==> src/rtl/ctrl_pipe_chain_if.sv <==
// ---------------------------------------------------------------------------
// ctrl_pipe_chain_if
//
// Bundles the ID-side inputs and the per-stage outputs of ctrl_pipe_chain.
//   master : control unit / datapath side (drives ID word, freeze, flush)
//   slave  : the pipeline chain itself
//
// Signals
//   id_ctrl, id_valid, nop_sel  ID mux word, real-instruction flag, bubble select
//   freeze                      hold the whole chain
//   flush[STAGES]               per-stage clear mask
//   stage_ctrl, stage_valid     flattened stage words and valid bits
//   wb_ctrl                     last-stage word
//   occupancy, retire           valid-count and "last stage leaves this cycle"
//   load_use_hint               stage 0 holds a valid load
//   retired_cnt, bubble_cnt     perf counters, only with CTRL_PIPE_PERF_EN
// ---------------------------------------------------------------------------
interface ctrl_pipe_chain_if #(
    parameter int unsigned CTRL_W = 18,
    parameter int unsigned STAGES = 3
);
    localparam int unsigned OCC_W = $clog2(STAGES + 1);

    logic [CTRL_W-1:0]        id_ctrl;
    logic                     id_valid;
    logic                     nop_sel;
    logic                     freeze;
    logic [STAGES-1:0]        flush;
    logic [STAGES*CTRL_W-1:0] stage_ctrl;
    logic [STAGES-1:0]        stage_valid;
    logic [CTRL_W-1:0]        wb_ctrl;
    logic [OCC_W-1:0]         occupancy;
    logic                     retire;
    logic                     load_use_hint;

`ifdef CTRL_PIPE_PERF_EN
    logic [31:0]              retired_cnt;
    logic [31:0]              bubble_cnt;

    modport master (
        output id_ctrl, id_valid, nop_sel, freeze, flush,
        input  stage_ctrl, stage_valid, wb_ctrl, occupancy, retire, load_use_hint,
        input  retired_cnt, bubble_cnt
    );

    modport slave (
        input  id_ctrl, id_valid, nop_sel, freeze, flush,
        output stage_ctrl, stage_valid, wb_ctrl, occupancy, retire, load_use_hint,
        output retired_cnt, bubble_cnt
    );
`else
    modport master (
        output id_ctrl, id_valid, nop_sel, freeze, flush,
        input  stage_ctrl, stage_valid, wb_ctrl, occupancy, retire, load_use_hint
    );

    modport slave (
        input  id_ctrl, id_valid, nop_sel, freeze, flush,
        output stage_ctrl, stage_valid, wb_ctrl, occupancy, retire, load_use_hint
    );
`endif
endinterface

==> src/rtl/ctrl_pipe_chain.sv <==
// ---------------------------------------------------------------------------
// ctrl_pipe_chain
//
// Carries decoded control words from the ID mux through STAGES stage
// registers (0 = EX ... STAGES-1 = WB). Each stage has a valid bit; the chain
// supports whole-chain freeze, per-stage flush (flush beats freeze), bubble
// insertion at stage 0, occupancy/retire reporting and a load-use hint.
//
// Ports
//   clk    rising-edge clock
//   reset  asynchronous active-low reset
//   bus    ctrl_pipe_chain_if.slave (ID inputs, freeze/flush, stage outputs)
//
// Optional feature: define CTRL_PIPE_PERF_EN to add the 32-bit retired_cnt and
// bubble_cnt counters on the interface.
// ---------------------------------------------------------------------------
module ctrl_pipe_chain #(
    parameter int unsigned       CTRL_W   = 18,
    parameter int unsigned       STAGES   = 3,
    parameter logic [CTRL_W-1:0] BUBBLE   = {CTRL_W{1'b0}},
    parameter int unsigned       LOAD_BIT = 9
) (
    input  logic              clk,
    input  logic              reset,
    ctrl_pipe_chain_if.slave  bus
);
    localparam int unsigned OCC_W = $clog2(STAGES + 1);

    logic [CTRL_W-1:0] word_q [STAGES];
    logic [CTRL_W-1:0] word_d [STAGES];
    logic [STAGES-1:0] valid_q;
    logic [STAGES-1:0] valid_d;
    logic [OCC_W-1:0]  occ;
    logic              retire;

    // Next-state: flush first, then freeze-hold, then shift.
    always_comb begin
        word_d[0]  = word_q[0];
        valid_d[0] = valid_q[0];
        if (bus.flush[0]) begin
            word_d[0]  = BUBBLE;
            valid_d[0] = 1'b0;
        end else if (!bus.freeze) begin
            if (bus.nop_sel || !bus.id_valid) begin
                word_d[0]  = BUBBLE;
                valid_d[0] = 1'b0;
            end else begin
                word_d[0]  = bus.id_ctrl;
                valid_d[0] = 1'b1;
            end
        end

        for (int i = 1; i < STAGES; i++) begin
            word_d[i]  = word_q[i];
            valid_d[i] = valid_q[i];
            if (bus.flush[i]) begin
                word_d[i]  = BUBBLE;
                valid_d[i] = 1'b0;
            end else if (!bus.freeze) begin
                word_d[i]  = word_q[i-1];
                valid_d[i] = valid_q[i-1];
            end
        end
    end

    always_ff @(posedge clk or negedge reset) begin
        if (!reset) begin
            for (int i = 0; i < STAGES; i++) begin
                word_q[i] <= BUBBLE;
            end
            valid_q <= '0;
        end else begin
            for (int i = 0; i < STAGES; i++) begin
                word_q[i] <= word_d[i];
            end
            valid_q <= valid_d;
        end
    end

    for (genvar g = 0; g < STAGES; g++) begin : g_flat
        assign bus.stage_ctrl[g*CTRL_W +: CTRL_W] = word_q[g];
    end

    always_comb begin
        occ = '0;
        for (int i = 0; i < STAGES; i++) begin
            occ = occ + OCC_W'(valid_q[i]);
        end
    end

    assign retire            = valid_q[STAGES-1] & ~bus.freeze;
    assign bus.stage_valid   = valid_q;
    assign bus.wb_ctrl       = word_q[STAGES-1];
    assign bus.occupancy     = occ;
    assign bus.retire        = retire;
    assign bus.load_use_hint = valid_q[0] & word_q[0][LOAD_BIT];

`ifdef CTRL_PIPE_PERF_EN
    logic [31:0] retired_cnt_q;
    logic [31:0] bubble_cnt_q;
    logic        stage0_bubble;

    // Only unfrozen edges count; a frozen flush[0] is not a new bubble slot.
    assign stage0_bubble = ~bus.freeze & (bus.flush[0] | bus.nop_sel | ~bus.id_valid);

    always_ff @(posedge clk or negedge reset) begin
        if (!reset) begin
            retired_cnt_q <= '0;
            bubble_cnt_q  <= '0;
        end else begin
            retired_cnt_q <= retired_cnt_q + 32'(retire);
            bubble_cnt_q  <= bubble_cnt_q + 32'(stage0_bubble);
        end
    end

    assign bus.retired_cnt = retired_cnt_q;
    assign bus.bubble_cnt  = bubble_cnt_q;
`else
    // Perf counters not built.
`endif
endmodule

==> src/flat_wrapper.sv <==
// flat-port wrapper written by rule: the top's interface ports become plain ports
module ctrl_pipe_chain_flat 
#(
    parameter int unsigned       CTRL_W   = 18,
    parameter int unsigned       STAGES   = 3,
    parameter logic [CTRL_W-1:0] BUBBLE   = {CTRL_W{1'b0}},
    parameter int unsigned       LOAD_BIT = 9
)
  (clk, reset, bus_id_ctrl, bus_id_valid, bus_nop_sel, bus_freeze, bus_flush, bus_stage_ctrl, bus_stage_valid, bus_wb_ctrl, bus_occupancy, bus_retire, bus_load_use_hint);
  ctrl_pipe_chain_if #(.CTRL_W(CTRL_W), .STAGES(STAGES)) bus_i ();
  input  logic clk;
  input  logic reset;
  input wire logic [$bits(bus_i.id_ctrl)-1:0] bus_id_ctrl;
  input wire logic [$bits(bus_i.id_valid)-1:0] bus_id_valid;
  input wire logic [$bits(bus_i.nop_sel)-1:0] bus_nop_sel;
  input wire logic [$bits(bus_i.freeze)-1:0] bus_freeze;
  input wire logic [$bits(bus_i.flush)-1:0] bus_flush;
  output wire logic [$bits(bus_i.stage_ctrl)-1:0] bus_stage_ctrl;
  output wire logic [$bits(bus_i.stage_valid)-1:0] bus_stage_valid;
  output wire logic [$bits(bus_i.wb_ctrl)-1:0] bus_wb_ctrl;
  output wire logic [$bits(bus_i.occupancy)-1:0] bus_occupancy;
  output wire logic [$bits(bus_i.retire)-1:0] bus_retire;
  output wire logic [$bits(bus_i.load_use_hint)-1:0] bus_load_use_hint;
  assign bus_i.id_ctrl = bus_id_ctrl;
  assign bus_i.id_valid = bus_id_valid;
  assign bus_i.nop_sel = bus_nop_sel;
  assign bus_i.freeze = bus_freeze;
  assign bus_i.flush = bus_flush;
  assign bus_stage_ctrl = bus_i.stage_ctrl;
  assign bus_stage_valid = bus_i.stage_valid;
  assign bus_wb_ctrl = bus_i.wb_ctrl;
  assign bus_occupancy = bus_i.occupancy;
  assign bus_retire = bus_i.retire;
  assign bus_load_use_hint = bus_i.load_use_hint;
  ctrl_pipe_chain #(.CTRL_W(CTRL_W), .STAGES(STAGES), .BUBBLE(BUBBLE), .LOAD_BIT(LOAD_BIT)) u_core (.clk(clk), .reset(reset), .bus(bus_i));
endmodule
==> config.mk <==
export PLATFORM = sky130hd
export DESIGN_NAME = ctrl_pipe_chain_flat
export DESIGN_NICKNAME = d
export VERILOG_FILES = /design/src/rtl/ctrl_pipe_chain_if.sv /design/src/rtl/ctrl_pipe_chain.sv /design/src/flat_wrapper.sv
export SDC_FILE = /design/constraint.sdc
export NUM_CORES = 1
export LEC_CHECK = 0
export BUFFER_PORTS_ARGS = -buffer_cell sky130_fd_sc_hd__buf_2
export CORE_AREA = 2 2 77 79
export DETAILED_ROUTE_END_ITERATION = 7
export DIE_AREA = 0 0 79 81
export PLACE_DENSITY = 0.77
export SYNTH_ARGS = -nofsm -noshare
export SYNTH_HDL_FRONTEND = slang
export SYNTH_SLANG_ARGS = --single-unit
==> constraint.sdc <==
create_clock -name clk -period 1.1 [get_ports clk]
set_input_delay 0 -clock clk [delete_from_list [all_inputs] [get_ports clk]]
set_output_delay 0 -clock clk [all_outputs]
set_load 0.02 [all_outputs]
# After elaboration in Yosys (flattened, before gate mapping)
# Index checks and enable logic that the tools add are counted.
# word_totals
register_bits	57
inputBits	26
output_inout_bits	79
elab_cells	30
# classes
n_addsub	2
eq_ne	3
mux	14
bitwise_logic	3
reduce_logical	2
# op_table
cell	n
$mux W18	7
$mux W1	7
$ne A2 B1 Y1 const B	3
$add A1 B1 Y2	1
$add A2 B1 Y2	1
$and A1 B1 Y1	2
$logic_not A1 Y1	1
$logic_or A1 B1 Y1	1
$not A1 Y1	1

# Logic depth before layout (Yosys ltp)
# logic_depth
depth_word	5
mapped_depth	4
mapped_depth_nobuf	2

# Worst setup path after synthesis
# Ideal clock, no wire load.
# synth_path
path_type	flip-flop to output port
startpoint	register u_core.valid_q[0] (netlist: u_core.bus.stage_valid[0])
endpoint	output port bus_occupancy[0]
t_arrival_ns	1.151
setup_slack_ns	-0.051
path_stages_with_launch	2
n_path_buf	0
cell_sequence	dfrtp_1 > fa_1
# synth_between
elab_chain_len	2
# synth_lines
item	line_no	source
start: declaration	ctrl_pipe_chain.sv:31	logic [STAGES-1:0] valid_q;
start signal: assignment	ctrl_pipe_chain.sv:76	valid_q <= valid_d;
$add A1 B1 Y2	ctrl_pipe_chain.sv:87	occ = occ + OCC_W'(valid_q[i]);
$add A2 B1 Y2	ctrl_pipe_chain.sv:87	
end: declaration	flat_wrapper.sv:21	output wire logic [$bits(bus_i.occupancy)-1:0] bus_occupancy;
# No other way between the ends.

# Worst setup path after layout
# Ends and elaborated chain as after synthesis.

==> flow_metrics.tcl <==
set metrics [dict create \
    run_status "complete, but fails checks" \
    violations "negative setup slack" \
    path_cells "fa_2 > buf_6" \
    synth_top_family_by_area "simple AND/OR/NAND/NOR gates" \
    nets 362 \
    port_buffers 104 \
    h-tree-depth 3 \
    crit_path_end_kind "output pin" \
    grt_max_degree 58 \
    cts_tree "built" \
    synth_xor_area_frac 0 \
    worst_slack_ns -0.3472 \
    vias_per_cell 5.099 \
    synth_simple_gate_area_frac 0.1696 \
    gp_congestion 0.7561 \
    muxShareOfSynthArea 0.1473 \
    dp_cells 379 \
    fmax_mhz 691.0 \
    grt_pass1_wl_mm 9.480 \
    fill_cells 482 \
    hpwl_mm 4.090 \
    yosys_warnings 0 \
    period_share 1.316 \
    wire_per_inst_um 15.07 \
    yosysTopAreaCellShare 0.5523 \
    numCtsBuffers 9 \
    arrival_ns 1.45 \
    powerDensity_nw_per_um2 1356 \
    cp-start-kind "flop" \
    fp-row-count 28 \
    yosysTopAreaCell "dfrtp_1" \
    cts.path.max_buffers 2 \
    rsz0062_at_grt "yes" \
    die_area_um2 6399 \
    vdd_drop_max_uv 669.1 \
    area_growth_pct 36.82 \
    drtIter0Drc 149 \
    synth.cell_area_um2 2582 \
    synth_cells 227 \
    slowest_delay_ns 0.59 \
    track_usage 0.1957 \
    synthAdderAreaFrac 0.007752 \
    p_leak_nw 1.939 \
    cp_slowest_cell "fa_2" \
    insertion_delay_ns 0.33 \
    finalHoldViolations 0 \
    dieWidth_um 79 \
    die-height_um 81 \
    ys_types 16 \
    power_mw 4.793 \
    drv_slew 0 \
    initial_core_util 0.4550 \
    ys_ff_latch 57 \
    min-delay-path-class "primary input to flop" \
    cts_sinks 57 \
    syn-mean-instance-area_um2 11.38 \
    slew_headroom 0.7509 \
    post-place-ws_ns -0.02117 \
    cp_max_fo 2 \
    setup.worst_path.class "flop to output pin" \
    required_ns 1.10 \
    antenna_found_initial 0 \
    cts_root_buf "clkbuf_8" \
    core_area_um2 5675 \
    tightest_slew_ns 0.3737 \
    overflow 0 \
    finalSetupViolCount 4 \
    synth.yosys.seq_area_share 0.5523 \
    fin_skew_ns 0.008513 \
    layout.cells.non_filler 415 \
    synth_compound_gate_area_share 0.03828 \
    drive_gt1_frac 0.3824 \
    synth_area_leaders "dfrtp_1 (55%), mux2i_1 (15%), nand4bb_1 (7.8%)" \
    ant_nets 0 \
    dr.pass1.iters 4 \
    grt_pass1_vias 1900 \
    vias 2116 \
    ioPinCount 105 \
    fin_crit_ns 1.447 \
    routed_wl_mm 6.255 \
    insertedDiodeCount 0 \
    path_clk_slew_ns 0.06 \
    drc 0 \
    cap_viol_max_count 0 \
    syn-num-nets 254 \
]
layout make-up:
type,count,area (um^2),share of cell area
clock buffer,14,162.7,0.04603
clock inverter,2,60.06,0.01700
multi-input combinational,136,949.7,0.2688
sequential,57,1428,0.4040
tap,75,93.84,0.02656
timing repair buffer,131,839.6,0.2376
per-layer routing:
layer	GRT usage	wire length [um]	part of all wire
met1	0.2500	2612	0.42
met2	0.3127	3196	0.51
met3	0.04556	304	0.049
met4	0.1017	142	0.023
met5	0	0	0
path summary, 6_finish.rpt:
check                                                from                   endpoint  slack [ns]  depth (start not counted)
min in group asynchronous                           reset  u_core.bus.stage_ctrl[19]        0.22                          3
worst min-delay path                         bus_id_valid   u_core.bus.stage_ctrl[1]        0.03                          3
max in group asynchronous                           reset  u_core.bus.stage_valid[2]        0.62                          3
worst min register to register      u_core.bus.wb_ctrl[5]      u_core.bus.wb_ctrl[5]        0.54                          2
worst max register to register  u_core.bus.stage_valid[1]  u_core.bus.stage_valid[1]        0.18                          3
worst max-delay path            u_core.bus.stage_valid[0]           bus_occupancy[0]       -0.35                          2
per-stage QoR:
step / setup TNS [ns] / cell area, um^2 / hold WS, ns / util
floorplan: 0 / 2586 / -0.2956 / -
global placement: -0.01642 / 3074 / 0.02063 / 0.5417
detailed placement: -0.02117 / 3074 / 0.02477 / 0.5417
CTS: -0.8635 / 3521 / 0.01755 / 0.6204
global route: -0.7741 / 3533 / 0.03550 / 0.6226
finish: -0.6339 / 3533 / 0.03070 / 0.6226
where the power goes:
group	internal, mW	leakage, nW	switching [mW]
Combinational	0.203	1.04	0.250
Clock	1.40	0.111	0.785
Sequential	2.13	0.790	0.0265
placed cells by master (no fill, tap or decap), types with 2 or more instances in the layout:
cell type	count
buf_6	5
buf_4	5
nand4bb_1	18
dlygate4sd3_1	19
a21oi_1	18
bufinv_16	2
clkbuf_8	11
buf_2	99
nand2_1	19
mux2i_1	38
dfrtp_1	56
clkbuf_1	3
nor2_1	38
buf_12	3
state kept, by name, summed over array words and instances (netlist names):
name,cells
u_core.bus.stage_valid,3
u_core.bus.stage_ctrl,36
u_core.bus.wb_ctrl,18
cell usage after synthesis, drive strengths merged:
master / instances
buf: 27
and2: 1
nand4bb: 18
a21oi: 19
or3b: 1
nor2: 38
dfrtp: 57
nand2: 19
fa: 1
clkbuf: 7
mux2i: 38
nor2b: 1
kinds of logic (layout without fill, tap and decap cells):
family | after synthesis | count (layout)
flip-flops | 57 | 57
buffers and inverters | 34 | 147
AND/OR/NAND/NOR | 78 | 78
adder cells (fa/ha/maj) | 1 | 1
multiplexers | 38 | 38
AO/OA/AOI/OAI | 19 | 19
worst max-delay path, delay by kind of cell (launching register included):
kind	cells	cell delay (ns)
flip-flops	1	0.40
buffers and inverters	1	0.12
adder cells (fa/ha/maj)	1	0.59
what timing repair did:
action | in CTS | in global routing
setup buffers | 2 | 0
setup endpoints to repair | 3 | 5
gates resized for setup | 6 | 6
hold buffers | 19 | 0
pin swaps | 1 | 0
endpoints found under the hold margin | 75 | 0
Note: power is estimated with default switching activity, not from simulation.
